===== src/rtl/attack_sequencer.sv =====
// attack_sequencer
//   Per-player punch state machine sitting between keycode decode and the
//   knockback controllers. Each player steps IDLE -> STARTUP -> ACTIVE ->
//   RECOVERY -> IDLE. A hit stuns the victim and produces a single hit pulse
//   per attack. Simultaneous hits (trades) stun both players.
//
//   Optional feature macro: COMBO_COUNT_EN
//     defined   : ComboP1/ComboP2 count consecutive hits landed on a stunned
//                 victim (saturating at 15).
//     undefined : ComboP1/ComboP2 are tied to 0 and no combo logic exists.
//
// Ports
//   frame_clk              frame clock (vsync), the only clock
//   Reset                  asynchronous active-low reset
//   PunchReqP1/P2          punch key held
//   InRangeP1/P2           that player's fist reaches the opponent
//   PunchP1/P2             attack animation (STARTUP, ACTIVE or RECOVERY)
//   PhaseP1/P2 [2:0]       0 IDLE, 1 STARTUP, 2 ACTIVE, 3 RECOVERY, 4 STUN
//   hitP1/P2               one-frame pulse: that player was hit
//   ComboP1/P2 [3:0]       consecutive hits landed by that player
module attack_sequencer #(
  parameter int STARTUP_FRAMES  = 3,
  parameter int ACTIVE_FRAMES   = 4,
  parameter int RECOVERY_FRAMES = 8,
  parameter int STUN_FRAMES     = 12,
  parameter int CNT_W           = 6
) (
  input  logic       frame_clk,
  input  logic       Reset,
  input  logic       PunchReqP1,
  input  logic       PunchReqP2,
  input  logic       InRangeP1,
  input  logic       InRangeP2,
  output logic       PunchP1,
  output logic       PunchP2,
  output logic [2:0] PhaseP1,
  output logic [2:0] PhaseP2,
  output logic       hitP1,
  output logic       hitP2,
  output logic [3:0] ComboP1,
  output logic [3:0] ComboP2
);

  localparam logic [2:0] S_IDLE     = 3'd0;
  localparam logic [2:0] S_STARTUP  = 3'd1;
  localparam logic [2:0] S_ACTIVE   = 3'd2;
  localparam logic [2:0] S_RECOVERY = 3'd3;
  localparam logic [2:0] S_STUN     = 3'd4;

  // counters load N-1 so each phase lasts exactly N frames
  localparam logic [CNT_W-1:0] LD_STARTUP  = CNT_W'(STARTUP_FRAMES - 1);
  localparam logic [CNT_W-1:0] LD_ACTIVE   = CNT_W'(ACTIVE_FRAMES - 1);
  localparam logic [CNT_W-1:0] LD_RECOVERY = CNT_W'(RECOVERY_FRAMES - 1);
  localparam logic [CNT_W-1:0] LD_STUN     = CNT_W'(STUN_FRAMES - 1);

  // index 0 = P1, index 1 = P2
  logic [1:0]      w_req, w_inr, w_fire, w_landed, w_cnt_z, w_hit, w_punch;
  logic [1:0][2:0] w_state;
  logic [1:0][3:0] w_combo;

  assign w_req = {PunchReqP2, PunchReqP1};
  assign w_inr = {InRangeP2, InRangeP1};

  for (genvar p = 0; p < 2; p++) begin : g_plr
    localparam int O = 1 - p;  // opponent index

    logic [2:0]       r_state, w_nstate;
    logic [CNT_W-1:0] r_cnt, w_ncnt;
    logic             r_req_q, r_landed, r_hit, r_punch;
    logic             w_trig;

    assign w_trig      = w_req[p] & ~r_req_q;
    assign w_state[p]  = r_state;
    assign w_landed[p] = r_landed;
    assign w_cnt_z[p]  = (r_cnt == '0);
    // this player lands a hit on the coming edge (pre-edge state only)
    assign w_fire[p]   = (r_state == S_ACTIVE) & w_inr[p] & ~r_landed;
    assign w_hit[p]    = r_hit;
    assign w_punch[p]  = r_punch;

    always_comb begin
      w_nstate = r_state;
      w_ncnt   = r_cnt;
      if (w_fire[O]) begin
        // being hit overrides everything, including an ongoing stun
        w_nstate = S_STUN;
        w_ncnt   = LD_STUN;
      end else begin
        case (r_state)
          S_IDLE: if (w_trig) begin
            w_nstate = S_STARTUP;
            w_ncnt   = LD_STARTUP;
          end
          S_STARTUP:
            if (w_cnt_z[p]) begin w_nstate = S_ACTIVE;   w_ncnt = LD_ACTIVE;   end
            else            w_ncnt = r_cnt - 1'b1;
          S_ACTIVE:
            if (w_cnt_z[p]) begin w_nstate = S_RECOVERY; w_ncnt = LD_RECOVERY; end
            else            w_ncnt = r_cnt - 1'b1;
          S_RECOVERY, S_STUN:
            if (w_cnt_z[p]) w_nstate = S_IDLE;
            else            w_ncnt = r_cnt - 1'b1;
          default: begin
            w_nstate = S_IDLE;
            w_ncnt   = '0;
          end
        endcase
      end
    end

    always_ff @(posedge frame_clk or negedge Reset) begin
      if (!Reset) begin
        r_state  <= S_IDLE;
        r_cnt    <= '0;
        r_req_q  <= 1'b0;
        r_landed <= 1'b0;
        r_hit    <= 1'b0;
        r_punch  <= 1'b0;
      end else begin
        r_state <= w_nstate;
        r_cnt   <= w_ncnt;
        r_req_q <= w_req[p];
        r_hit   <= w_fire[O];
        r_punch <= (w_nstate == S_STARTUP) | (w_nstate == S_ACTIVE) |
                   (w_nstate == S_RECOVERY);
        if (r_state == S_IDLE && w_nstate == S_STARTUP) r_landed <= 1'b0;
        else if (w_fire[p])                             r_landed <= 1'b1;
      end
    end

`ifdef COMBO_COUNT_EN
    logic [3:0] r_combo;
    // victim leaves stun this edge; a fresh hit would reload it instead
    logic       w_opp_exit;
    assign w_opp_exit = (w_state[O] == S_STUN) & w_cnt_z[O] & ~w_fire[p];

    always_ff @(posedge frame_clk or negedge Reset) begin
      if (!Reset) begin
        r_combo <= 4'd0;
      end else if (w_fire[p]) begin
        if (w_state[O] == S_STUN)
          r_combo <= (r_combo == 4'd15) ? 4'd15 : r_combo + 4'd1;
        else
          r_combo <= 4'd1;
      end else if (w_opp_exit) begin
        r_combo <= 4'd0;
      end
    end
    assign w_combo[p] = r_combo;
`else
    assign w_combo[p] = 4'd0;
`endif
  end

  assign PunchP1 = w_punch[0];
  assign PunchP2 = w_punch[1];
  assign PhaseP1 = w_state[0];
  assign PhaseP2 = w_state[1];
  assign hitP1   = w_hit[0];
  assign hitP2   = w_hit[1];
  assign ComboP1 = w_combo[0];
  assign ComboP2 = w_combo[1];

endmodule

===== config.mk =====
export PLATFORM = sky130hd
export DESIGN_NAME = attack_sequencer
export DESIGN_NICKNAME = d
export VERILOG_FILES = /design/src/rtl/attack_sequencer.sv
export SDC_FILE = /design/constraint.sdc
export NUM_CORES = 1
export LEC_CHECK = 0
export BUFFER_PORTS_ARGS = -buffer_cell sky130_fd_sc_hd__clkbuf_2
export CORE_UTILIZATION = 50
export CTS_CLUSTER_DIAMETER = 30
export CTS_CLUSTER_SIZE = 28
export DETAILED_ROUTE_END_ITERATION = 6
export PLACE_DENSITY = 0.69
export SLEW_MARGIN = 20
export SYNTH_ARGS = -nofsm -noshare
export SYNTH_HDL_FRONTEND = slang
export SYNTH_SLANG_ARGS = --single-unit

===== constraint.sdc =====
create_clock -name frame_clk -period 5.65 [get_ports frame_clk]
set_clock_uncertainty 0.2 [all_clocks]
set_input_delay 0.2825 -clock frame_clk [delete_from_list [all_inputs] [get_ports frame_clk]]
set_output_delay 0.2825 -clock frame_clk [all_outputs]
set_load 0.01 [all_outputs]

# After elaboration in Yosys (flattened, before gate mapping)
# Index checks and enable logic that the tools add are counted.
# op_classes
add_sub_neg	2
n_mul	0
div	0
n_lt_le_gt_ge	0
n_eq_ne	18
shift	0
mux	28
n_bitwise	14
n_reduce_logical	12
# ops
cell	count
$mux 6	10
$pmux 6 s4	2
$mux 3	10
$eq 3x2->1 const B	8
$pmux 3 s4	2
$eq 3x1->1 const B	4
$logic_not 6->1	2
$ne 3x3->1 const B	4
$sub 6x1->6 const B	2
$and 1x1->1	6
$eq 3x3->1 const B	2
$logic_not 3->1	2
$mux 1	4
$not 1->1	4
$or 1x1->1	4
$reduce_and 2->1	2
$reduce_bool 2->1	2
$reduce_or 2->1	2
$logic_and 1x1->1	2
# word_totals
register_bits	26
latch_bits	0
ram_bits	0
rom_bits	0
inputBits	6
output_inout_bits	18
elab_cells	86
mem_count	0

# Depth between registers and ports, before layout
# Gate-level depths: netlist of run 1.
# logic_depth
depth_word	8
ltp_mapped	7
ltp_nobuf	7

# Least setup slack after synthesis of run 1
# Ideal clock, no wire load.
# synth_timing
path_kind	register -> register
from	register g_plr[0].r_cnt[0]
to	register g_plr[0].r_cnt[1]
setup_ps	139
arrival_time_ps	1858
required_time_ps	5311
slack_ps	3453
path_stages_with_launch	8
path_buffers	0
period_less_slack_ps	2197
cell_sequence	dfrtp_1 -> inv_1 -> ha_1 -> nor4b_2 -> nand2b_2 -> mux2i_1 -> o2111a_1 -> or4_1
# synth_via
elab_chain_len	4
word_cells_on_any_way	9
classes_between	add/sub (1); eq/ne (1); mux (5); reduce/logical (2)
# synth_lines
element	line_no	source
from (decl)	68	logic [CNT_W-1:0] r_cnt, w_ncnt;
from (signal assigned)	121	r_cnt <= w_ncnt;
$sub 6x1->6 / $logic_not 6->1 (equally long branches)	n/a	
$mux 6 (on tied branches)	101, 95, 98	
$pmux 6 s4	89	case (r_state)
$mux 6	84	if (w_fire[O]) begin
# Several ways; a longest one is shown, not always the timed one. The select of a mux whose other input is x is not followed.
# A chain may end at the register's enable or synchronous reset.

# Final worst setup path of run 1
# Ends and elaborated chain as after synthesis.

==> metrics list, run 1 <==
- Final number of hold-violating endpoints: 0
* Number of iterations in the first detailed-routing pass: 5
- Tmin final: 2430 ps
- Number of enable flip-flop cells after synthesis: 0
- Number of design rule violations left after detail routing: 0
- Worst endpoint data arrival time: 2450 ps
- The worst setup path is launched from a register.
* Die width: 60.0 um
* Library cell with the largest summed area after synthesis: sky130_fd_sc_hd__dfrtp_1
- Clock Sinks: 26
- Mean Syn Cell Area: 8.80 um^2
- Most used flip-flop cell after synthesis: sky130_fd_sc_hd__dfrtp_1
- The total area inside the core boundary comes to 0.00313 mm^2.
- Latest clock arrival within the worst-skew pair: 330 ps
- Layout Nets: 215
- Gp weighted congestion: 0.925
* Highest routed metal layer: met4
* Final Cycle Share: 43.0%
- Std-Cell Rows: 20
- Setup violations remaining at the end of the flow were counted as 0.
- In this run, distinct cell masters in the synthesized netlist total 58.
* Transition at the pin with the smallest max-transition slack: 640 ps
- Wire length of the first global-routing pass: 6570 um
- Summed over all layers, the routed wires come to 3900 um.
* GRT Resource Usage Total: 24.5%
- RSZ-0062 raised after global routing: no
- Rel. slew slack: 57.4%
- The die covers 0.00360 mm^2.
* Sum Neg Setup Slack: 0 ps
* Vertical die dimension: 60.0 um
- The number of antenna violations at the first check in global routing was 0.
- IR analysis of the VDD net gives a maximum drop of 0.000296 V.
* Commonest cells post-synth: sky130_fd_sc_hd__dfrtp_1, sky130_fd_sc_hd__nand2_1, sky130_fd_sc_hd__nor2_1, sky130_fd_sc_hd__inv_1
- In the routed layout, each cell is associated on average with a via count of 6.06.
* Clock buffer depth: 2
- The analysis attributes to cell leakage a power of 0.000819 uW.
- The tree is rooted in a sky130_fd_sc_hd__clkbuf_4.
- Asr flop ratio synth: 100%
* Setup CP Type: register to register
- Pin count of the biggest net entering global routing: 27
* Clock tree from TritonCTS: done
- Port buffering added 15 buffers.
* Maximum capacitance violations: 0
- Antenna-violating nets left: 0
- Outcome: complete, no violations
- The cell count after synthesis came out at 191.
- Sequential fraction of the synthesis area: 38.7%
- The design draws 1100 uW.
- Path category of the worst min-delay check: input pin to register
- Count of synthesis-stage warnings from yosys: 0
- For this block, the via count after detailed routing is 1508.
- Across all hold checks on the routed design, the worst slack comes to 83.3 ps.
- #FFs+latches synth: 26
- Number of H-tree branching levels: 1
* Cell types occupying the most area after synthesis: sky130_fd_sc_hd__dfrtp_1, sky130_fd_sc_hd__nand2_1, sky130_fd_sc_hd__buf_4, sky130_fd_sc_hd__nor2_1, sky130_fd_sc_hd__o21ai_0
- Power spread over the standard cell area amounts to 605 mW/mm^2.
* Total congestion overflow: 0
- Post-synthesis cell area: 0.00168 mm^2
- Clock-pin slew was measured on the worst setup and hold paths at 150 ps.
* Avg WL per Cell: 15.7 um
- I/O pin cnt: 24
- Data required time of the critical path: 5670 ps
* Critical path endpoint category: register
* Antenna diodes: 0
- Area share of the largest cell type after synthesis: 38.7%
- The number of slew-limit violations in the final report came to 0.
* CTS Buf Count: 3
- Static timing analysis puts the maximum clock frequency at 0.412 GHz.
* Number of global-route vias before repair: 1439
- Once the floorplan was initialized, standard cells occupied 53.8% of the core.
- For this block, the initial DRC count from the detailed router was 73.
* Top-count cell post-synth: sky130_fd_sc_hd__dfrtp_1
- In the final routing, the length of wire on met1 measures 1760 um.
* HPWL after detailed placement: 2800 um
- Wire segments on met3 add up to 275 um in the final route.
- The number of gates resized after CTS was 0.
- From synthesis to final layout, the design area changed by 8.63%.
* Worst-path fanout max: 6
- Finished Core Util: 58.4%
- Layout cells sized above 1: 14.1%
- WL met2: 1800 um
## per-stage QoR
step	cell area [um^2]	cells	worst slack (ps)
floorplan	1710	198	3450
global placement	1740	242	3370
detailed placement	1740	242	3240
CTS	1830	249	3230
global route	1830	249	3090
finish	1830	249	3220
## layer usage
layer  vias up  global-route usage (%)
li1        715                       -
met1       717                    33.9
met2        67                    38.3
met3         9                    4.33
met4         0                    8.97
met5         -                       0
## cells by family (layout without fill, tap and decap cells)
logic type	Yosys count	count (layout)	share of synthesized area (%)
buf+inv	26	33	8.04
fa+ha+maj	3	3	2.23
other cells	1	8	0.223
mux	1	1	0.595
simple gates	82	82	27.3
compound gates	48	48	20.8
xor+xnor	4	4	2.08
flops	26	26	38.7
## report_power, final
group	leakage, uW	total, uW	internal, uW	switching (uW)
sequential	0.000325	382	259	123
combinational	0.000466	591	260	331
clock	0.0000279	131	71.8	59.5
total	0.000819	1100	590	514
## area by class of cell
type                    instances  area, um^2
flip-flops and latches         26         651
clock inverters                 1        30.0
inverters                      11        41.3
fillers                       297        1300
clock buffers                   3        22.5
well taps                      44        55.1
multi-input cells             146         922
repair buffers                 18         105
## worst max-delay path, stage by stage, from the launching register on
cell	delay, ps
sky130_fd_sc_hd__dfrtp_1	440
sky130_fd_sc_hd__inv_1	140
sky130_fd_sc_hd__ha_1	190
sky130_fd_sc_hd__nor4b_2	330
sky130_fd_sc_hd__nand2b_2	170
sky130_fd_sc_hd__mux2i_1	150
sky130_fd_sc_hd__o2111a_1	240
sky130_fd_sc_hd__or4_1	460
## flip-flops by register name, summed over array words and instances (netlist names)
name,count
g_plr.r_req_q,2
PunchP2,1
hitP1,1
PunchP1,1
PhaseP2,3
g_plr.r_landed,2
PhaseP1,3
g_plr.r_cnt,12
hitP2,1
## layout by cell type (no fill, tap or decap), types with 2 or more instances in the layout
master / instances
sky130_fd_sc_hd__o221ai_1: 4
sky130_fd_sc_hd__nor2_1: 15
sky130_fd_sc_hd__a31oi_1: 3
sky130_fd_sc_hd__ha_1: 3
sky130_fd_sc_hd__clkbuf_4: 3
sky130_fd_sc_hd__or4_1: 2
sky130_fd_sc_hd__nor4_1: 2
sky130_fd_sc_hd__nand2_1: 21
sky130_fd_sc_hd__nor3_1: 7
sky130_fd_sc_hd__dfrtp_1: 26
sky130_fd_sc_hd__nand2b_1: 3
sky130_fd_sc_hd__nand4_1: 3
sky130_fd_sc_hd__a211oi_1: 3
sky130_fd_sc_hd__conb_1: 8
sky130_fd_sc_hd__nand2b_2: 2
sky130_fd_sc_hd__nor3b_1: 5
sky130_fd_sc_hd__a21oi_1: 7
sky130_fd_sc_hd__or3_1: 2
sky130_fd_sc_hd__o21ai_0: 8
sky130_fd_sc_hd__xnor2_1: 3
sky130_fd_sc_hd__o21ai_1: 3
sky130_fd_sc_hd__clkbuf_2: 15
sky130_fd_sc_hd__o211a_1: 2
sky130_fd_sc_hd__o211ai_1: 3
sky130_fd_sc_hd__dlygate4sd3_1: 3
sky130_fd_sc_hd__inv_1: 9
sky130_fd_sc_hd__nor2b_1: 3
sky130_fd_sc_hd__nand3_1: 6
## worst paths after layout
check | to | depth (start not counted) | slack [ps] | start
max reg2reg | g_plr[0].r_cnt[1] | 7 | 3220 | g_plr[0].r_cnt[0]
min reg2reg | g_plr[1].r_landed | 1 | 310 | g_plr[1].r_landed
max | g_plr[0].r_cnt[1] | 7 | 3220 | g_plr[0].r_cnt[0]
min in group asynchronous | g_plr[1].r_cnt[3] | 2 | 290 | Reset
max in group asynchronous | g_plr[0].r_cnt[2] | 2 | 4540 | Reset
min | g_plr[0].r_landed | 3 | 80 | InRangeP1
## timing repair
item / CTS / global route
hold endpoints to repair: 28 / 0
hold buffers: 3 / 0
setup buffers: 0 / 0
Power figures use the tool's default switching activity.
==> run 2, diff against run 1 <==
--- a/config.mk
+++ b/config.mk
@@ -10,7 +10,7 @@
 export CTS_CLUSTER_DIAMETER = 30
 export CTS_CLUSTER_SIZE = 28
 export DETAILED_ROUTE_END_ITERATION = 6
-export PLACE_DENSITY = 0.69
+export PLACE_DENSITY = 0.72
 export SLEW_MARGIN = 20
 export SYNTH_ARGS = -nofsm -noshare
 export SYNTH_HDL_FRONTEND = slang
==> constraint.sdc (replaced) <==
create_clock -name frame_clk -period 2.08 [get_ports frame_clk]
set_clock_uncertainty 0.2 [all_clocks]
set_input_delay 0.104 -clock frame_clk [delete_from_list [all_inputs] [get_ports frame_clk]]
set_output_delay 0.104 -clock frame_clk [all_outputs]
set_load 0.01 [all_outputs]
==> metrics list, run 2 (synthesis gave the netlist of run 1 again) <==
- The checks that failed: setup timing.
- Across the run, the number of max-cap violations was 0.
* Number of iterations in the first detailed-routing pass: 4
- In the finished design, the share of the clock period the worst path needs comes to 103%.
* Commonest non-fill, non-tap cell in the layout: sky130_fd_sc_hd__buf_4
- TritonCTS created 3 clock buffers.
- Clock tree from TritonCTS: done
* Drt via density: 5.78
* Root buffer cell: sky130_fd_sc_hd__clkbuf_4
- For this configuration, the core starts out at a cell density of 53.8%.
- Vertical die dimension: 60.0 um
- RSZ-0062 raised after global routing: yes
- Headroom to the max-slew limit came out at 55.9%.
- Initial drt markers: 85
- Layout Cells excl Fill: 286
* Largest register by flop count: g_plr.r_cnt
* Tmin final: 2140 ps
- Measured along the x axis, the die boundary spans 60.0 um.
- In the final design database the tool counted 252 nets.
- For this design the top-level I/O count stands at 24.
- Std-Cell Rows: 20
* Avg WL per Cell: 14.7 um
* Placement-stage worst setup slack: -88.1 ps
- Commonest cells after routing, fill and taps aside: sky130_fd_sc_hd__buf_4, sky130_fd_sc_hd__dfrtp_1, sky130_fd_sc_hd__nand2_1
- STA classifies the critical path startpoint as a register.
- The register with the most flip-flops in the layout has 12 of them.
* Layout cells sized above 1: 29.3%
- Standard cell area after detailed placement: 0.00201 mm^2
* Gp weighted congestion: 0.943
- For the pin with the worst max-slew slack, the measured transition is 662 ps.
* Number of instances in the placed design: 274
- At the worst endpoint, the required time is 2110 ps.
* Number of design rule violations left after detail routing: 0
- Once detail routing completed, the nets flagged for antenna violations numbered 0.
- Compared with the post-synthesis result, the final layout area differs by 27.8%.
- The flow ran to the end, but the final reports show violations.
- Sum Neg Setup Slack: -55.5 ps
- Max-slew violations: 0
- Pwr/cell area: 1590 mW/mm^2
- In this run the number of H-tree levels came out at 1.
* HPWL after detailed placement: 3030 um
- Clock slew seen by the registers of the worst setup and hold paths: 160 ps
- The via count of the first global-routing pass came to 1514.
* Worst-path fanout max: 2
- In this run the register-to-register setup slack is -60 ps.
- Entering global routing, the biggest net connects 27 pins.
- R2R depth: 7
* Final number of hold-violating endpoints: 0
- The slowest stage of the critical path belongs to the cell sky130_fd_sc_hd__or4_1.
- In this run the deepest clock path goes through 2 buffers.
* Static Leak: 0.000993 uW
- Count of endpoints failing setup in the final report: 1
* Clock Sinks: 26
- STA classifies the critical path endpoint as a register.
* Antenna diodes: 0
- Path category of the worst min-delay check: input pin to async pin
- The finished cells cover 0.00215 mm^2.
- Cells fill 68.7% of the core in the end.
* Total congestion overflow: 0
- Maximum resistive drop on vdd: 0.000849 V
- After filler insertion, the fill cell instance count of the layout stands at 250.
- WL final: 4210 um
- Wire length of the first global-routing pass: 7060 um
- Worst endpoint data arrival time: 2170 ps
- Cells along the critical path: inv_2 > ha_4 > nor4b_4 > nand2b_2 > mux2i_1 > o2111a_1 > or4_1
- The worst register-to-register path begins at g_plr[0].r_cnt[0].
* Achievable Freq: 0.468 GHz
* Total via count after detailed routing: 1654
- Global routing used 26.5% of the available tracks across all layers.
* Maximum cell stage delay along the critical path: 490 ps
- Count of input and output buffers: 15
- The later pin in the worst-skew pair is clocked with a latency of 340 ps.
- Antenna violations before repair: 0
- In the post-route analysis, the smallest setup slack over all paths is -55.5 ps.
* Placeable Area: 0.00313 mm^2
- Die Area: 0.00360 mm^2
- The critical path is of the register to register type.
* Reg-to-Reg End: g_plr[0].r_cnt[1]
[run 2: report_power, final]
part | switching, uW | total, uW | internal (uW)
clock network | 164 | 272 | 107
registers | 231 | 936 | 705
logic | 1130 | 2220 | 1090
total | 1520 | 3430 | 1900
[run 2: routing by layer]
metal / vias to the layer above / global-route usage [%] / share of wire [%]
li1: 792 / - / -
met4: 0 / 12.0 / 2.0
met2: 63 / 40.0 / 45
met1: 791 / 38.5 / 48
met5: - / 0 / 0
met3: 8 / 2.38 / 5.3
[run 2: worst max-delay path, delay by kind of cell, from the launching register on]
family	cells	cell delay [ps]
mux	1	130
simple gates	3	850
buf+inv	1	80
flops	1	430
fa+ha+maj	1	120
compound gates	1	220
[run 2: how the worst max path moves through the flow]
stage / startpoint / to
after floorplan: g_plr[0].r_cnt[0] / g_plr[0].r_cnt[1]
after global placement: g_plr[0].r_cnt[1] / g_plr[0].r_cnt[1]
after detailed placement: g_plr[0].r_cnt[1] / g_plr[0].r_cnt[1]
after CTS: g_plr[0].r_cnt[0] / g_plr[0].r_cnt[1]
after global routing: g_plr[0].r_cnt[0] / g_plr[0].r_cnt[1]
final: g_plr[0].r_cnt[0] / g_plr[0].r_cnt[1]
[run 2: what timing repair did]
| item | in CTS | in global routing |
|---|---|---|
| pin swaps | 0 | 5 |
| hold buffers | 5 | 0 |
| gates cloned | 0 | 0 |
| hold endpoints to repair | 30 | 0 |
| resized for setup | 1 | 6 |
| setup buffers | 1 | 2 |
| endpoints found under the setup margin | 2 | 11 |
[run 2: cell type report]
| type | count | area, um^2 | share of cell area, % |
|---|---|---|---|
| well taps | 44 | 55.1 | 2.56 |
| inverters | 11 | 41.3 | 1.92 |
| repair buffers | 55 | 388 | 18.0 |
| clock buffers | 4 | 36.3 | 1.69 |
| flip-flops and latches | 26 | 651 | 30.3 |
| multi-input cells | 146 | 978 | 45.5 |
[run 2: through the flow]
step / hold slack (ps) / total power [uW]
2_1_floorplan: -392 / 2280
3_3_place_gp: -33.8 / 2920
3_5_place_dp: -33.2 / 3000
4_1_cts: 132 / 3310
5_1_grt: 178 / 3680
6_report: 106 / 3430
==> run 3, diff against run 2 <==
--- a/config.mk
+++ b/config.mk
@@ -6,6 +6,7 @@
 export NUM_CORES = 1
 export LEC_CHECK = 0
 export BUFFER_PORTS_ARGS = -buffer_cell sky130_fd_sc_hd__clkbuf_2
+export CORE_MARGIN = 2
 export CORE_UTILIZATION = 50
 export CTS_CLUSTER_DIAMETER = 30
 export CTS_CLUSTER_SIZE = 28
==> metrics list, run 3 (synthesis gave the netlist of run 1 again) <==
* Outcome: complete, but fails checks
- The checks that failed: setup timing.
- Standard cell area after detailed placement: 0.00195 mm^2
- GRT Resource Usage Total: 23.8%
- Clock slew seen by the registers of the worst setup and hold paths: 150 ps
- The worst register-to-register path ends at g_plr[0].r_cnt[1].
- Wires add up to 4200 um.
- The die covers 0.00384 mm^2.
* Achievable Freq: 0.474 GHz
* Number of iterations in the first detailed-routing pass: 5
- Data required time of the critical path: 2090 ps
* Critical Path End: g_plr[0].r_cnt[1]
- Final Cycle Share: 101%
- Count of endpoints failing setup in the final report: 1
* Pin count of the biggest net entering global routing: 27
- The die is 62.0 um wide.
- In the final layout, the multi-input gates occupy 981 um^2.
* Hold Worst Slack: 129 ps
- Startpoint of the most critical register-to-register path: g_plr[0].r_cnt[1]
* Worst setup startpoint: g_plr[0].r_cnt[1]
- Relative to the synthesized area, the layout overhead comes to 24.1%.
* Latest clock arrival within the worst-skew pair: 320 ps
- For the pin with the worst max-slew slack, the measured transition is 650 ps.
- Count of input and output buffers: 15
* Worst endpoint data arrival time: 2120 ps
- Measured on the finished design, the core utilization comes to 63.5%.
- RSZ-0062 raised after global routing: yes
* Antenna-violating nets left: 0
- TritonCTS built the clock tree.
- R2R depth: 7
- Max-slew violations: 0
* Gp weighted congestion: 0.912
* Avg WL per Cell: 15.1 um
- Clock buffer depth: 2
- In the layout the commonest cells are sky130_fd_sc_hd__dfrtp_1, sky130_fd_sc_hd__buf_4, sky130_fd_sc_hd__nand2_1.
- CTS saw 26 sinks.
- The final hold violation count is 0.
- The via count of the first global-routing pass was 1571.
- Largest register by flop count: g_plr.r_cnt
- Registers take 651 um^2.
* CTS Buf Count: 3
- Initial drt markers: 119
- The first global-routing pass estimated 6760 um of wire.
- Antenna diodes: 0
- The worst pin sits at a relative slew slack of 56.7%.
* Critical path endpoint category: register
- Static Leak: 0.000952 uW
- Initial standard-cell utilization of the core: 51.2%
- Placeable Area: 0.00328 mm^2
- The number of antenna violations at the first check in global routing was 0.
- Std-Cell Rows: 21
* Drt via density: 5.80
- Number of H-tree branching levels: 1
- For this design the ratio of total power to cell area is 1600 mW/mm^2.
- The min-delay analysis places its worst path in the category input pin to async pin.
- Worst-path fanout max: 3
- In this run the vertical extent of the chip is 62.0 um.
* Root buffer cell: sky130_fd_sc_hd__clkbuf_4
- After detailed routing, the number of remaining DRC violations is 0.
- Post-route standard cell area excluding fillers: 0.00209 mm^2
* Number of flip-flops under the largest register name: 12
- Setup slack on the critical path of the routed design comes to -28.5 ps.
- Total via count after detailed routing: 1618
* Layout Nets: 243
* Startpoint types: register
* Total congestion overflow: 0
- The critical path is of the register to register type.
- Counting I/O delays and the setup requirement, the final critical path takes 2110 ps.
- The tool flagged a number of max-cap violations equal to 0.
- IR analysis of the VDD net gives a maximum drop of 0.000982 V.
- The post-route netlist has 27.0% of its cells at a drive strength greater than 1.
- Reg2reg setup slack: -30 ps
- After legalization and detailed placement, the total HPWL measured 3050 um.
- I/O pin cnt: 24
* # fillers: 282
run 3: how the worst min path moves through the flow:
stage,depth (start not counted),slack (ps),start,endpoint
3_3_place_gp,1,-50,Reset,PhaseP2[2]
5_1_grt,2,180,Reset,PhaseP2[0]
3_5_place_dp,1,-30,Reset,PhaseP2[2]
4_1_cts,3,5,InRangeP2,g_plr[1].r_landed
6_report,2,130,Reset,g_plr[1].r_cnt[1]
2_1_floorplan,0,-390,Reset,PhaseP1[0]
run 3: what timing repair did:
action,CTS,global route
setup buffers,1,1
hold buffers,4,1
endpoints found under the hold margin,30,1
pin swaps,0,3
endpoints found under the setup margin,2,12
resized for setup,1,7
run 3: metrics by stage:
| stage | std cells | total power [uW] | worst slack, ps | setup TNS, ps |
|---|---|---|---|---|
| floorplan | 198 | 2280 | -11.7 | -11.7 |
| global placement | 268 | 2850 | 9.89 | 0 |
| detailed placement | 268 | 2940 | -37.0 | -43.0 |
| CTS | 277 | 3220 | -19.5 | -19.5 |
| global route | 279 | 3600 | -117 | -279 |
| finish | 279 | 3340 | -28.5 | -28.5 |
run 3: power breakdown:
group	total, uW	leakage [uW]	switching, uW	internal (uW)
Combinational	2140	0.000606	1120	1020
Clock	263	0.0000210	155	107
Sequential	932	0.000325	226	706
Total	3340	0.000952	1500	1830
run 3: cell type report:
type / count / area share [%]
Inverter: 11 / 1.98
Sequential cell: 26 / 31.2
Multi-Input combinational cell: 146 / 47.0
Timing Repair Buffer: 46 / 15.3
Clock buffer: 4 / 1.74
Tap cell: 46 / 2.76
run 3: metal layers:
layer  vias up  GRT usage [%]  wire length, um
li1        773              -                -
met1       784           28.4             1700
met2        50           41.5             2210
met3        11           3.73              180
met4         0           11.6              115
met5         -              0                0
run 3: critical path: stages (launching register included):
cell	delay (ps)
sky130_fd_sc_hd__dfrtp_1	420
sky130_fd_sc_hd__inv_2	80
sky130_fd_sc_hd__ha_4	130
sky130_fd_sc_hd__nor4b_4	240
sky130_fd_sc_hd__nand2b_2	100
sky130_fd_sc_hd__mux2i_1	120
sky130_fd_sc_hd__o2111a_1	230
sky130_fd_sc_hd__or4_1	470
